<file path="src/rtl/hd44780_responder.sv">
// HD44780-compatible LCD device model: samples the 8-bit controller bus, executes the
// instruction subset the controller uses, keeps an 80-byte DDRAM and models busy timing.
module hd44780_responder #(
    parameter int INIT_CYCLES  = 2000000,
    parameter int CLR_CYCLES   = 100000,
    parameter int INSTR_CYCLES = 1950,
    parameter int DATA_CYCLES  = 2150,
    parameter int PWEH_MIN     = 7
) (
    input  logic       clk,
    input  logic       n_reset,
    input  logic       e,
    input  logic       rs,
    input  logic       rw,
    input  logic [7:0] data_in,
    output logic [7:0] data_out,
    output logic       data_oe,
    output logic       busy,
    output logic       disp_on,
    output logic       cursor_on,
    output logic       blink_on,
    output logic       lines2,
    output logic       font_5x10,
    output logic       entry_inc,
    output logic       entry_shift,
    output logic       wr_strobe,
    output logic [6:0] wr_addr,
    output logic [7:0] wr_char,
    input  logic [6:0] rd_addr,
    output logic [7:0] rd_char,
    output logic [4:0] viol
);

    typedef enum logic [1:0] {ST_INIT, ST_IDLE, ST_EXEC, ST_CLEAR} state_t;

    state_t      state_reg, state_next;
    logic [31:0] cnt_reg, cnt_next;
    logic [6:0]  fill_reg, fill_next;

    logic [2:0]  e_sync_reg, rs_sync_reg, rw_sync_reg;
    logic [7:0]  d_s1_reg, d_s2_reg, d_s3_reg;
    logic [7:0]  width_reg;

    logic        txn_valid_reg, txn_rs_reg, txn_rw_reg;
    logic [7:0]  txn_data_reg;
    logic [6:0]  ac_reg;

    logic [7:0]  mem [0:79];
    logic        mem_we;
    logic [6:0]  mem_widx;
    logic [7:0]  mem_wdata;

    logic        busy_int, fall, short_pulse, bf_read, exec;
    logic [6:0]  ac_idx, rd_idx;

    // Line 1 (0x00-0x27) maps to 0..39, line 2 (0x40-0x67) to 40..79.
    function automatic logic [6:0] ddram_index(input logic [6:0] a);
        return a[6] ? ({1'b0, a[5:0]} + 7'd40) : a;
    endfunction

    function automatic logic ddram_ok(input logic [6:0] a);
        return a[5:0] <= 6'd39;
    endfunction

    function automatic logic [6:0] ac_step(input logic [6:0] a, input logic inc);
        logic [6:0] r;
        if (inc) begin
            if (a == 7'h27)      r = 7'h40;
            else if (a == 7'h67) r = 7'h00;
            else                 r = a + 7'd1;
        end else begin
            if (a == 7'h00)      r = 7'h67;
            else if (a == 7'h40) r = 7'h27;
            else                 r = a - 7'd1;
        end
        return r;
    endfunction

    assign fall        = e_sync_reg[2] & ~e_sync_reg[1];
    assign short_pulse = width_reg < 8'(PWEH_MIN - 1);
    assign bf_read     = ~rs_sync_reg[2] & rw_sync_reg[2];
    assign exec        = txn_valid_reg && (state_reg == ST_IDLE);
    assign ac_idx      = ddram_index(ac_reg);
    assign rd_idx      = ddram_index(rd_addr);
    assign busy        = busy_int;

    always_ff @(posedge clk or negedge n_reset) begin
        if (!n_reset) begin
            e_sync_reg  <= '0;
            rs_sync_reg <= '0;
            rw_sync_reg <= '0;
            d_s1_reg    <= '0;
            d_s2_reg    <= '0;
            d_s3_reg    <= '0;
            width_reg   <= '0;
        end else begin
            e_sync_reg  <= {e_sync_reg[1:0], e};
            rs_sync_reg <= {rs_sync_reg[1:0], rs};
            rw_sync_reg <= {rw_sync_reg[1:0], rw};
            d_s1_reg    <= data_in;
            d_s2_reg    <= d_s1_reg;
            d_s3_reg    <= d_s2_reg;
            // Counts cycles of stage-3 E high; width_reg + 1 is the pulse width at the fall.
            if (!e_sync_reg[2])
                width_reg <= '0;
            else if (width_reg != 8'hFF)
                width_reg <= width_reg + 8'd1;
        end
    end

    always_ff @(posedge clk or negedge n_reset) begin
        if (!n_reset) begin
            txn_valid_reg <= 1'b0;
            txn_rs_reg    <= 1'b0;
            txn_rw_reg    <= 1'b0;
            txn_data_reg  <= '0;
        end else begin
            txn_valid_reg <= fall & ~short_pulse & ~bf_read & ~busy_int;
            if (fall) begin
                txn_rs_reg   <= rs_sync_reg[2];
                txn_rw_reg   <= rw_sync_reg[2];
                txn_data_reg <= d_s3_reg;
            end
        end
    end

    always_ff @(posedge clk or negedge n_reset) begin
        if (!n_reset) begin
            state_reg <= ST_INIT;
            cnt_reg   <= 32'(INIT_CYCLES - 1);
            fill_reg  <= '0;
        end else begin
            state_reg <= state_next;
            cnt_reg   <= cnt_next;
            fill_reg  <= fill_next;
        end
    end

    always_comb begin
        state_next = state_reg;
        cnt_next   = cnt_reg;
        fill_next  = fill_reg;
        case (state_reg)
            ST_INIT, ST_CLEAR, ST_EXEC: begin
                if (fill_reg != 7'd80)
                    fill_next = fill_reg + 7'd1;
                if (cnt_reg == '0)
                    state_next = ST_IDLE;
                else
                    cnt_next = cnt_reg - 32'd1;
            end
            default: begin
                if (txn_valid_reg) begin
                    if (!txn_rs_reg && txn_data_reg == 8'h01) begin
                        state_next = ST_CLEAR;
                        fill_next  = '0;
                        cnt_next   = 32'(CLR_CYCLES - 1);
                    end else begin
                        state_next = ST_EXEC;
                        if (txn_rs_reg)
                            cnt_next = 32'(DATA_CYCLES - 1);
                        else if (txn_data_reg[7:1] == 7'b0000001)
                            cnt_next = 32'(CLR_CYCLES - 1);
                        else
                            cnt_next = 32'(INSTR_CYCLES - 1);
                    end
                end
            end
        endcase
    end

    always_comb begin
        busy_int  = (state_reg != ST_IDLE);
        mem_we    = 1'b0;
        mem_widx  = fill_reg;
        mem_wdata = 8'h20;
        if ((state_reg == ST_INIT || state_reg == ST_CLEAR) && fill_reg < 7'd80) begin
            mem_we = 1'b1;
        end else if (exec && txn_rs_reg && !txn_rw_reg) begin
            mem_we    = 1'b1;
            mem_widx  = ac_idx;
            mem_wdata = txn_data_reg;
        end
    end

    always_ff @(posedge clk) begin
        if (mem_we)
            mem[mem_widx] <= mem_wdata;
    end

    always_ff @(posedge clk or negedge n_reset) begin
        if (!n_reset)
            rd_char <= '0;
        else
            rd_char <= (rd_idx < 7'd80) ? mem[rd_idx] : 8'h00;
    end

    always_ff @(posedge clk or negedge n_reset) begin
        if (!n_reset) begin
            data_oe  <= 1'b0;
            data_out <= '0;
        end else begin
            data_oe  <= e_sync_reg[1] & rw_sync_reg[1];
            if (e_sync_reg[1] && rw_sync_reg[1])
                data_out <= rs_sync_reg[1] ? mem[ac_idx] : {busy_int, ac_reg};
            else
                data_out <= '0;
        end
    end

    always_ff @(posedge clk or negedge n_reset) begin
        if (!n_reset) begin
            ac_reg      <= '0;
            disp_on     <= 1'b0;
            cursor_on   <= 1'b0;
            blink_on    <= 1'b0;
            lines2      <= 1'b0;
            font_5x10   <= 1'b0;
            entry_inc   <= 1'b1;
            entry_shift <= 1'b0;
            wr_strobe   <= 1'b0;
            wr_addr     <= '0;
            wr_char     <= '0;
            viol        <= '0;
        end else begin
            wr_strobe <= 1'b0;
            if (fall) begin
                if (short_pulse)
                    viol[1] <= 1'b1;
                else if (!bf_read && busy_int)
                    viol[0] <= 1'b1;
            end
            if (exec) begin
                if (txn_rs_reg) begin
                    if (!txn_rw_reg) begin
                        wr_strobe <= 1'b1;
                        wr_addr   <= ac_reg;
                        wr_char   <= txn_data_reg;
                    end
                    ac_reg <= ac_step(ac_reg, entry_inc);
                end else begin
                    casez (txn_data_reg)
                        8'b1???????: begin
                            if (ddram_ok(txn_data_reg[6:0])) ac_reg <= txn_data_reg[6:0];
                            else                             viol[4] <= 1'b1;
                        end
                        8'b01??????: viol[3] <= 1'b1;
                        8'b001?????: begin
                            lines2    <= txn_data_reg[3];
                            font_5x10 <= txn_data_reg[2];
                            if (!txn_data_reg[4]) viol[2] <= 1'b1;
                        end
                        8'b0001????: begin
                            if (!txn_data_reg[3]) ac_reg <= ac_step(ac_reg, txn_data_reg[2]);
                        end
                        8'b00001???: begin
                            disp_on   <= txn_data_reg[2];
                            cursor_on <= txn_data_reg[1];
                            blink_on  <= txn_data_reg[0];
                        end
                        8'b000001??: begin
                            entry_inc   <= txn_data_reg[1];
                            entry_shift <= txn_data_reg[0];
                        end
                        8'b0000001?: ac_reg <= '0;
                        8'b00000001: begin
                            ac_reg    <= '0;
                            entry_inc <= 1'b1;
                        end
                        default: ;
                    endcase
                end
            end
        end
    end

endmodule

</file>
<file path="config.mk">
export PLATFORM = sky130hd
export DESIGN_NAME = hd44780_responder
export DESIGN_NICKNAME = d
export VERILOG_FILES = /design/src/rtl/hd44780_responder.sv
export SDC_FILE = /design/constraint.sdc
export NUM_CORES = 1
export LEC_CHECK = 0
export ABC_AREA = 0
export ABC_CLOCK_PERIOD_IN_PS = 4790
export CAP_MARGIN = 20
export CORE_MARGIN = 2
export CORE_UTILIZATION = 55
export CTS_BUF_LIST = sky130_fd_sc_hd__clkbuf_2 sky130_fd_sc_hd__clkbuf_4 sky130_fd_sc_hd__clkbuf_8
export CTS_CLUSTER_DIAMETER = 150
export DETAILED_ROUTE_END_ITERATION = 6
export PLACE_DENSITY = 0.71
export SLEW_MARGIN = 20
export SYNTH_ARGS = -nofsm -noshare
export SYNTH_HDL_FRONTEND = slang
export SYNTH_SLANG_ARGS = --single-unit
</file>
<file path="constraint.sdc">
create_clock -name clk -period 4.79 [get_ports clk]
set_input_delay 0.958 -clock clk [delete_from_list [all_inputs] [get_ports clk]]
set_output_delay 0.958 -clock clk [all_outputs]
set_load 0.01 [all_outputs]
</file>
## Word level (Yosys, flattened, before mapping)

Memory sizes are Yosys's and may differ from the RTL's.
Index checks and enable logic that the tools add are counted.

- Input bits: 20
- Output and inout port bits: 46
- Word-level logic and storage cells: 159
- Memory bits (writable): 640
- Memories: 1
- Register bits after elaboration: 145

Memories:

| name | depth | width | rd ports | clocked after memory_dff | write ports | RTL line | text |
|---|---|---|---|---|---|---|---|
| mem | 80 | 8 | 2 | 0 | 1 | 48 | `logic [7:0] mem [0:79];` |

- Add/sub/neg operators: 7
- Reductions and logical operators: 34
- $lt $le $gt $ge: 4
- Bitwise logic cells: 15
- Equality and inequality tests: 22
- Mux-type cells: 43

Operators with widths:

| cell | number |
|---|---|
| two-way mux 7 bit | 17 |
| two-way mux 32 bit | 3 |
| two-way mux 8 bit | 7 |
| two-way mux 17 bit | 3 |
| zero test 32 bit | 1 |
| subtractor 32 x 1 -> 32 bit (second input constant) | 1 |
| AND reduction 3 bit | 8 |
| one-hot mux 7 bit (3 select lines) | 1 |
| adder 6 x 6 -> 7 bit (second input constant) | 2 |
| adder 7 x 1 -> 7 bit (second input constant) | 2 |
| equality test 7 bit (second input constant) | 2 |
| less-than comparator 7 bit (second input constant) | 2 |
| AND reduction 4 bit | 3 |
| NOT 1 bit | 9 |
| adder 8 x 1 -> 8 bit (second input constant) | 1 |
| equality test 8 x 1 -> 1 bit (second input constant) | 1 |
| less-than comparator 8 x 3 -> 1 bit (second input constant) | 1 |
| two-way mux 1 bit | 8 |
| != test 8 bit (second input constant) | 1 |
| equality test 7 x 1 -> 1 bit (second input constant) | 1 |
| equality test 7 x 6 -> 1 bit (second input constant) | 1 |
| logical AND 1 bit | 7 |
| zero test 7 bit | 1 |
| != test 7 bit (second input constant) | 1 |
| other kinds (23) | 41 |

## Depth between registers and ports, before layout

Gate-level depths: netlist of run 1.

- Depth after elaboration: 8
- Mapped depth: 12

## Least setup slack after synthesis of run 1

OpenSTA, ideal clock, no wires.

- Path type: reg-to-reg
- Start point: reg state_reg[1]
- End point: mem mem[0][0] (data pin)
- Arrival: 2953 ps
- Period minus slack after synthesis: 3362 ps
- Cell stages (with the launch flop): 8
- Slack: 1428 ps
- Buffers on the path: 2
- Cell sequence: dfrtp_1 inv_1 ha_1 nand4b_1 a21oi_1 clkbuf_1 clkbuf_1 and2_1

- Word-level cells in the longest chain between the ends: 6
- Elaborated cells between the ends (all ways): 10
- Those cells by class: 2 x eq/ne; 2 x mux; 6 x reduce/logical

RTL lines:

| element | RTL line | text |
|---|---|---|
| from (decl) | 36 | `state_t state_reg, state_next;` |
| from (signal assigned) | 133 | `state_reg <= state_next;` |
| equality test 2 x 1 -> 1 bit | 82 | `assign exec = txn_valid_reg && (state_reg == ST_IDLE);` |
| logical AND 1 bit | 82 |  |
| logical AND 1 bit (2 in series) | 179 | `end else if (exec && txn_rs_reg && !txn_rw_reg) begin` |
| two-way mux 8 bit | 179 |  |
| two-way mux 8 bit (*) | 177 | `if ((state_reg == ST_INIT \|\| state_reg == ST_CLEAR) && fill_reg < 7'd80) begin` |
| net mem_wdata[0] | 51 | `logic [7:0] mem_wdata;` |
| to (decl) | 48 |  |

The timed path passes the listed nets; every way through them passes the cells marked *.

## Worst setup path after layout of run 1

- Start point: reg state_reg[1]
- End point: mem mem[0][1], enable pin

- Word-level cells in the longest chain between the ends: 8
- Elaborated cells between the ends (all ways): 14
- Those cells by class: 2 x eq/ne; 6 x mux; 6 x reduce/logical

RTL lines:

| element | RTL line | text |
|---|---|---|
| equality test 2 x 1 -> 1 bit | 82 |  |
| logical AND 1 bit | 82 |  |
| logical AND 1 bit (2 in series) | 179 |  |
| two-way mux 1 bit | 179 |  |
| two-way mux 1 bit | 177 |  |
| two-way mux 1 bit | 187 | `if (mem_we)` |
| two-way mux 1 bit (implied by the code) | 188 | `mem[mem_widx] <= mem_wdata;` |

Several ways; a longest one is shown, not always the timed one.

==> results_dict.tcl, run 1 <==
set metrics [dict create \
    leakage_nw 15.24 \
    max-vdd-ir-drop_mv 0.2509 \
    drc_errors 0 \
    synth_top_family_by_area "multiplexers" \
    worstMarginPinSlew_ns 1.082 \
    grt_pass1_wl_um 145900 \
    max_cap_violations 0 \
    final_common_cell "edfxtp_1" \
    rr_worst_depth 9 \
    cts_tree "done" \
    routed_wl_um 97920 \
    largest_register_ffs 640 \
    syn_avg_cell_area_um2 17.24 \
    syn_area_mm2 0.03685 \
    grt_pass1_vias 22282 \
    powerDensity_mw_per_mm2 386.5 \
    endpoint_kind "register" \
    regToRegSetupSlack_ns 1.12 \
    postCtsSetupRepairBufs 0 \
    ys_async_sr_fraction 0.1847 \
    clockBufferDepth 3 \
    layout_min_cycle_time_ns 3.666 \
    final_cell_mix "edfxtp_1, mux4_2, clkbuf_8, nand2_1, dfrtp_1" \
    dieArea_mm2 0.06909 \
    post-route-period-util 0.7653 \
    final_nets 2331 \
    grt.overflow.total 0 \
    drt_iter0_drc 2889 \
    cp_data_required_time_ns 5.22 \
    setup_viol 0 \
    grt_setup_unrepaired "no" \
    critical_path.startpoint_type "register" \
    grt_util_all_layers 0.2882 \
    p_int_w 0.01168 \
    worstPathArrival_ns 4.10 \
    place.gp.congestion 0.9159 \
    dieHeight_um 262.8 \
    timing.rr.end "mem[0][1]" \
    design.portCount 66 \
    insertion_delay_ns 0.83 \
    fmax_mhz 272.8 \
    synth_edf_count 640 \
    ys_seq_area_frac 0.6205 \
    yosys.area.top_type "edfxtp_1" \
    regToRegStartpoint "state_reg[1]" \
    ys_ff_latch 785 \
    synth-compound-area-share 0.04390 \
    finalHoldViolations 0 \
    clkTransAtPathRegs_ns 0.05 \
    wl_per_cell_um 29.99 \
    root_buffer "clkbuf_8" \
    worst-path-max-fanout 25 \
    cts_htree_levels 4 \
    dieWidth_um 262.8 \
    synth_mux_area_frac 0.2446 \
    synth-xor-area-share 0.009473 \
    vias 21982 \
    first_pass_iters 6 \
    core-area_mm2 0.06610 \
    cts_resized 0 \
    cts_made_buffers 135 \
    hold_ws_ns 0.1927 \
    synth.area.top_cells "edfxtp_1, mux4_2, dfrtp_1" \
    slew_viol_final 0 \
    hold_buffers 0 \
    seq_power_share 0.501 \
    crit_type "register to register" \
    synth_fa_ha_area_frac 0.004074 \
    final.setup_skew_ns 0.03864 \
    floorplan.initialDensity 0.5575 \
    clock_sinks 785 \
    antenna_left 0 \
    netSwitchingFraction 0.2714 \
    synthFlopType "edfxtp_1" \
    viasPerCell 6.733 \
    p_switching_w 0.004351 \
    hold_path.class "input pin to async pin" \
    dpl.hpwl_um 65360 \
    drive_above_1_share 0.3089 \
    antenna_found_initial 1 \
    synth.distinct_cells 85 \
    status "completed" \
    synthSimpleGateAreaFrac 0.05786 \
    p_clk_frac 0.372 \
    finalSetupTns_ns 0 \
    syn-num-nets 2169 \
    yosys.area.top_type_share 0.5215 \
    num_rows 94 \
    io_buffers 65 \
    grt_max_degree 93 \
    syn_to_final_growth_pct 12.56 \
    synthCells 2137 \
    synth_warnings 0 \
    combPwrFrac 0.127 \
    relSlewSlack 0.2787 \
]
[how the worst max path moves through the flow]
stage	from	to	slack, ns	cells past startpoint
floorplan	state_reg[1]	mem[0][0]	1.43	7
global placement	rd_addr[0]	rd_char[4]	0.70	8
detailed placement	rd_addr[0]	rd_char[4]	0.69	8
CTS	state_reg[1]	mem[7][0]	1.15	8
global route	state_reg[1]	mem[65][3]	0.86	9
finish	state_reg[1]	mem[0][1]	1.12	9
[kinds of logic (layout without fill, tap and decap cells)]
kind of cell | after synthesis | after routing
buf+inv | 162 | 424
compound gates | 241 | 241
fa+ha+maj | 12 | 12
mux | 464 | 464
flops | 785 | 785
simple gates | 434 | 434
xor+xnor | 39 | 39
other cells | 0 | 2
[cell type report]
class | instances | area, µm²
fill | 4653 | 24620
sequential | 785 | 22870
multi-input combinational | 1190 | 13320
clock buffer | 191 | 2347
timing repair buffer | 160 | 1461
tap | 864 | 1081
clock inverter | 46 | 291.5
inverter | 27 | 101.3
antenna | 2 | 5.005
[power by group through the flow]
stage | combinational (W) | clock (W) | sequential, W
6_report | 0.00203 | 0.00596 | 0.00804
5_1_grt | 0.00217 | 0.00635 | 0.00807
4_1_cts | 0.00199 | 0.00606 | 0.00803
3_5_place_dp | 0.00199 | 0 | 0.00816
3_3_place_gp | 0.00194 | 0 | 0.00814
2_1_floorplan | 0.00136 | 0 | 0.00802
[synthesized netlist by cell type, types with 6 or more instances]
cell        n
o21ai_0    52
inv_1      22
xnor2_1    26
a222oi_1    6
a21oi_1    40
nor2b_1    35
nor3_1     23
mux4_2    347
o221ai_1   10
mux2i_1    95
edfxtp_1  640
mux2_2     22
nand3_1    28
ha_1       12
a22oi_1    12
clkbuf_1   61
a221oi_1   13
nor2_1    118
dfstp_2    14
o22ai_1    24
and2_1     16
o211ai_1   10
a31oi_1    15
nand2_1   134
xor2_1     12
dfrtp_1   131
buf_1      27
a211oi_1   13
nand2b_1   15
buf_2      36
nor4_1     15
[routing by layer]
metal,global-route usage,share of wire,up-vias
li1,-,-,9118
met1,0.4033,0.39,11409
met2,0.4527,0.48,1268
met3,0.06531,0.10,187
met4,0.09961,0.028,0
met5,0,0,-
[critical path: stages (launching register included)]
cell	delay [ns]
dfrtp_1	0.36
inv_1	0.10
ha_1	0.25
nand4b_1	0.13
buf_4	0.23
a21oi_2	0.60
buf_4	0.27
a21o_1	0.14
nand2_1	0.40
nor2_1	0.80
[stage by stage]
stage | utilization | setup slack [ns] | total power, W | cells | cell area [µm²]
6_report | 0.6275 | 1.124 | 0.01603 | 3265 | 41480
5_1_grt | 0.6275 | 0.8576 | 0.01660 | 3264 | 41480
4_1_cts | 0.6270 | 1.147 | 0.01608 | 3262 | 41440
3_5_place_dp | 0.5871 | 0.6876 | 0.01015 | 3025 | 38810
3_3_place_gp | 0.5870 | 0.7026 | 0.01008 | 3025 | 38800
2_1_floorplan | - | 1.428 | 0.009384 | 2137 | 36850
Note: power is estimated with default switching activity, not from simulation.
==> inputs of run 2 (changes only) <==
--- a/config.mk
+++ b/config.mk
@@ -6,7 +6,7 @@
 export NUM_CORES = 1
 export LEC_CHECK = 0
 export ABC_AREA = 0
-export ABC_CLOCK_PERIOD_IN_PS = 4790
+export ABC_CLOCK_PERIOD_IN_PS = 3400
 export CAP_MARGIN = 20
 export CORE_MARGIN = 2
 export CORE_UTILIZATION = 55
==> constraint.sdc (replaced) <==
create_clock -name clk -period 3.4 [get_ports clk]
set_input_delay 0.68 -clock clk [delete_from_list [all_inputs] [get_ports clk]]
set_output_delay 0.68 -clock clk [all_outputs]
set_load 0.01 [all_outputs]
==> run 2 against run 1 <==
  * Largest cell class unchanged
  * Sequential power increased by 41%
  * Flip-flop and latch count unchanged
  * Clock power increased by 48%
  * Total power increased by 45%
  * Sequential share of layout area decreased by 1.3 points
  * Wire length decreased by 0.95%
  * Die area unchanged
==> results_dict.tcl, run 2 (synthesis gave the netlist of run 1 again) <==
set metrics [dict create \
    hold_depth 1 \
    dieHeight_um 262.8 \
    final.setup_skew_ns 0.03880 \
    final_nets 2424 \
    combPwrFrac 0.131 \
    seq_power_share 0.488 \
    cp_data_required_time_ns 3.87 \
    cts_tree "done" \
    p_switching_w 0.006182 \
    regArea_mm2 0.02287 \
    drc_errors 0 \
    finalHoldViolations 0 \
    design.portCount 66 \
    floorplan.initialDensity 0.5575 \
    endpoint_kind "register" \
    grt_util_all_layers 0.2872 \
    vias 22227 \
    core-area_mm2 0.06610 \
    final_cell_mix "edfxtp_1, mux4_2, buf_4, clkbuf_8, nand2_1" \
    cts_made_buffers 134 \
    utilization 0.6426 \
    critical_path.startpoint_type "register" \
    viasPerCell 6.609 \
    worstMarginPinSlew_ns 1.030 \
    place.gp.congestion 0.9524 \
    clkTransAtPathRegs_ns 0.06 \
    hold_path.class "input pin to register" \
    crit_type "register to register" \
    multi_input_area_mm2 0.01332 \
    crit_top_cell "buf_4" \
    netSwitchingFraction 0.2668 \
    setup_viol 0 \
    powerDensity_mw_per_mm2 545.5 \
    dpl.hpwl_um 66100 \
    antenna_found_initial 1 \
    grt_setup_unrepaired "no" \
    drive_above_1_share 0.3351 \
    clockBufferDepth 3 \
    max_cap_violations 0 \
    regToRegSetupSlack_ns 0.13 \
    relSlewSlack 0.3120 \
    finalInstanceArea_mm2 0.04247 \
    grt_max_degree 95 \
    p_int_w 0.01699 \
    min_to "d_s1_reg[3]" \
    place_area_mm2 0.03967 \
    timing.rr.end "mem[44][1]" \
    dieArea_mm2 0.06909 \
    final_common_cell "edfxtp_1" \
    slew_viol_final 0 \
    grt.overflow.total 0 \
    grt_pass1_vias 22477 \
    antenna_left 0 \
    nFillCells 4462 \
    crit_chain "inv_1, ha_1, nand4b_1, a21oi_2, buf_4, mux2i_1, nand2_1, nor2_1, buf_4" \
    hp-start "data_in[3]" \
    post-route-period-util 0.9604 \
    worstPathArrival_ns 3.74 \
    drt_iter0_drc 2708 \
    insertion_delay_ns 0.80 \
    num_rows 94 \
    crit_slowest_cell "mux2i_1" \
    rr_worst_depth 9 \
    largest_register_ffs 640 \
    max-vdd-ir-drop_mv 0.3687 \
    wl_per_cell_um 28.84 \
    first_pass_iters 5 \
    cpPeakStageDelay_ns 0.52 \
    syn_to_final_growth_pct 15.26 \
    regToRegStartpoint "state_reg[1]" \
    fmax_mhz 306.2 \
    io_buffers 65 \
    grt_pass1_wl_um 146300 \
    cts_htree_levels 4 \
    routed_wl_um 96990 \
    status "completed" \
    p_clk_frac 0.381 \
    clock_sinks 785 \
    dieWidth_um 262.8 \
    root_buffer "clkbuf_8" \
    layout_min_cycle_time_ns 3.265 \
    worst-path-max-fanout 35 \
    leakage_nw 15.83 \
]
-- run 2: cell types whose count changed in the layout (fill, tap and decap cells not counted), moves of 2 or more --
cell,before,now
clkinv_1,22,25
clkinv_2,14,9
and2_2,5,7
inv_6,4,6
and2_4,2,0
buf_12,6,19
buf_4,88,169
bufinv_16,1,6
-- run 2: power by group through the flow --
stage               combinational, W  clock, W  sequential [W]
floorplan                    0.00192         0          0.0113
global placement             0.00293         0          0.0114
detailed placement           0.00299         0          0.0115
CTS                          0.00301   0.00897          0.0113
global route                 0.00325   0.00939          0.0114
finish                       0.00304   0.00883          0.0113
-- run 2: what timing repair did --
action / 4_1_cts / 5_1_grt
buffers inserted: 0 / 0
resized for setup: 0 / 0
hold buffers: 1 / 0
endpoints found under the hold margin: 65 / 0
-- run 2: area by class of cell --
class	instances	area share
flip-flops and latches	785	0.5385
multi-input cells	1190	0.3135
clock buffers	192	0.05544
repair buffers	254	0.05444
well taps	864	0.02545
clock inverters	50	0.01016
inverters	27	0.002386
diodes	1	0.00005892
-- run 2: worst max-delay path, delay by kind of cell (launching register included) --
kind / cells / cell delay (ns)
simple gates: 3 / 0.89
buf+inv: 3 / 0.75
mux: 1 / 0.52
flops: 1 / 0.36
fa+ha+maj: 1 / 0.28
compound gates: 1 / 0.15
-- run 2: how the worst max path moves through the flow --
stage | start | to | slack, ns
2_1_floorplan | state_reg[1] | mem[0][0] | 0.04
5_1_grt | state_reg[1] | mem[41][1] | 0.06
4_1_cts | state_reg[1] | mem[44][1] | 0.23
3_5_place_dp | rd_addr[6] | rd_char[0] | -0.26
6_report | state_reg[1] | mem[44][1] | 0.13
3_3_place_gp | rd_addr[6] | rd_char[0] | -0.19
-- run 2: per-stage QoR --
step / total power, W / setup TNS, ns / cells / hold WS (ns) / setup WS [ns]
2_1_floorplan: 0.01322 / 0 / 2137 / 0.3312 / 0.03767
3_3_place_gp: 0.01436 / -0.2041 / 3119 / 0.3342 / -0.1937
3_5_place_dp: 0.01447 / -0.3931 / 3119 / 0.3355 / -0.2615
4_1_cts: 0.02326 / 0 / 3362 / 0.2762 / 0.2331
5_1_grt: 0.02400 / 0 / 3363 / 0.3050 / 0.06433
6_report: 0.02317 / 0 / 3363 / 0.3408 / 0.1346
-- run 2: per-layer routing --
metal | part of all wire | vias to the layer above | GRT usage
met5 | 0 | - | 0
met3 | 0.10 | 159 | 0.06765
met2 | 0.47 | 1265 | 0.4400
li1 | - | 9302 | -
met4 | 0.028 | 0 | 0.09297
met1 | 0.40 | 11501 | 0.4136
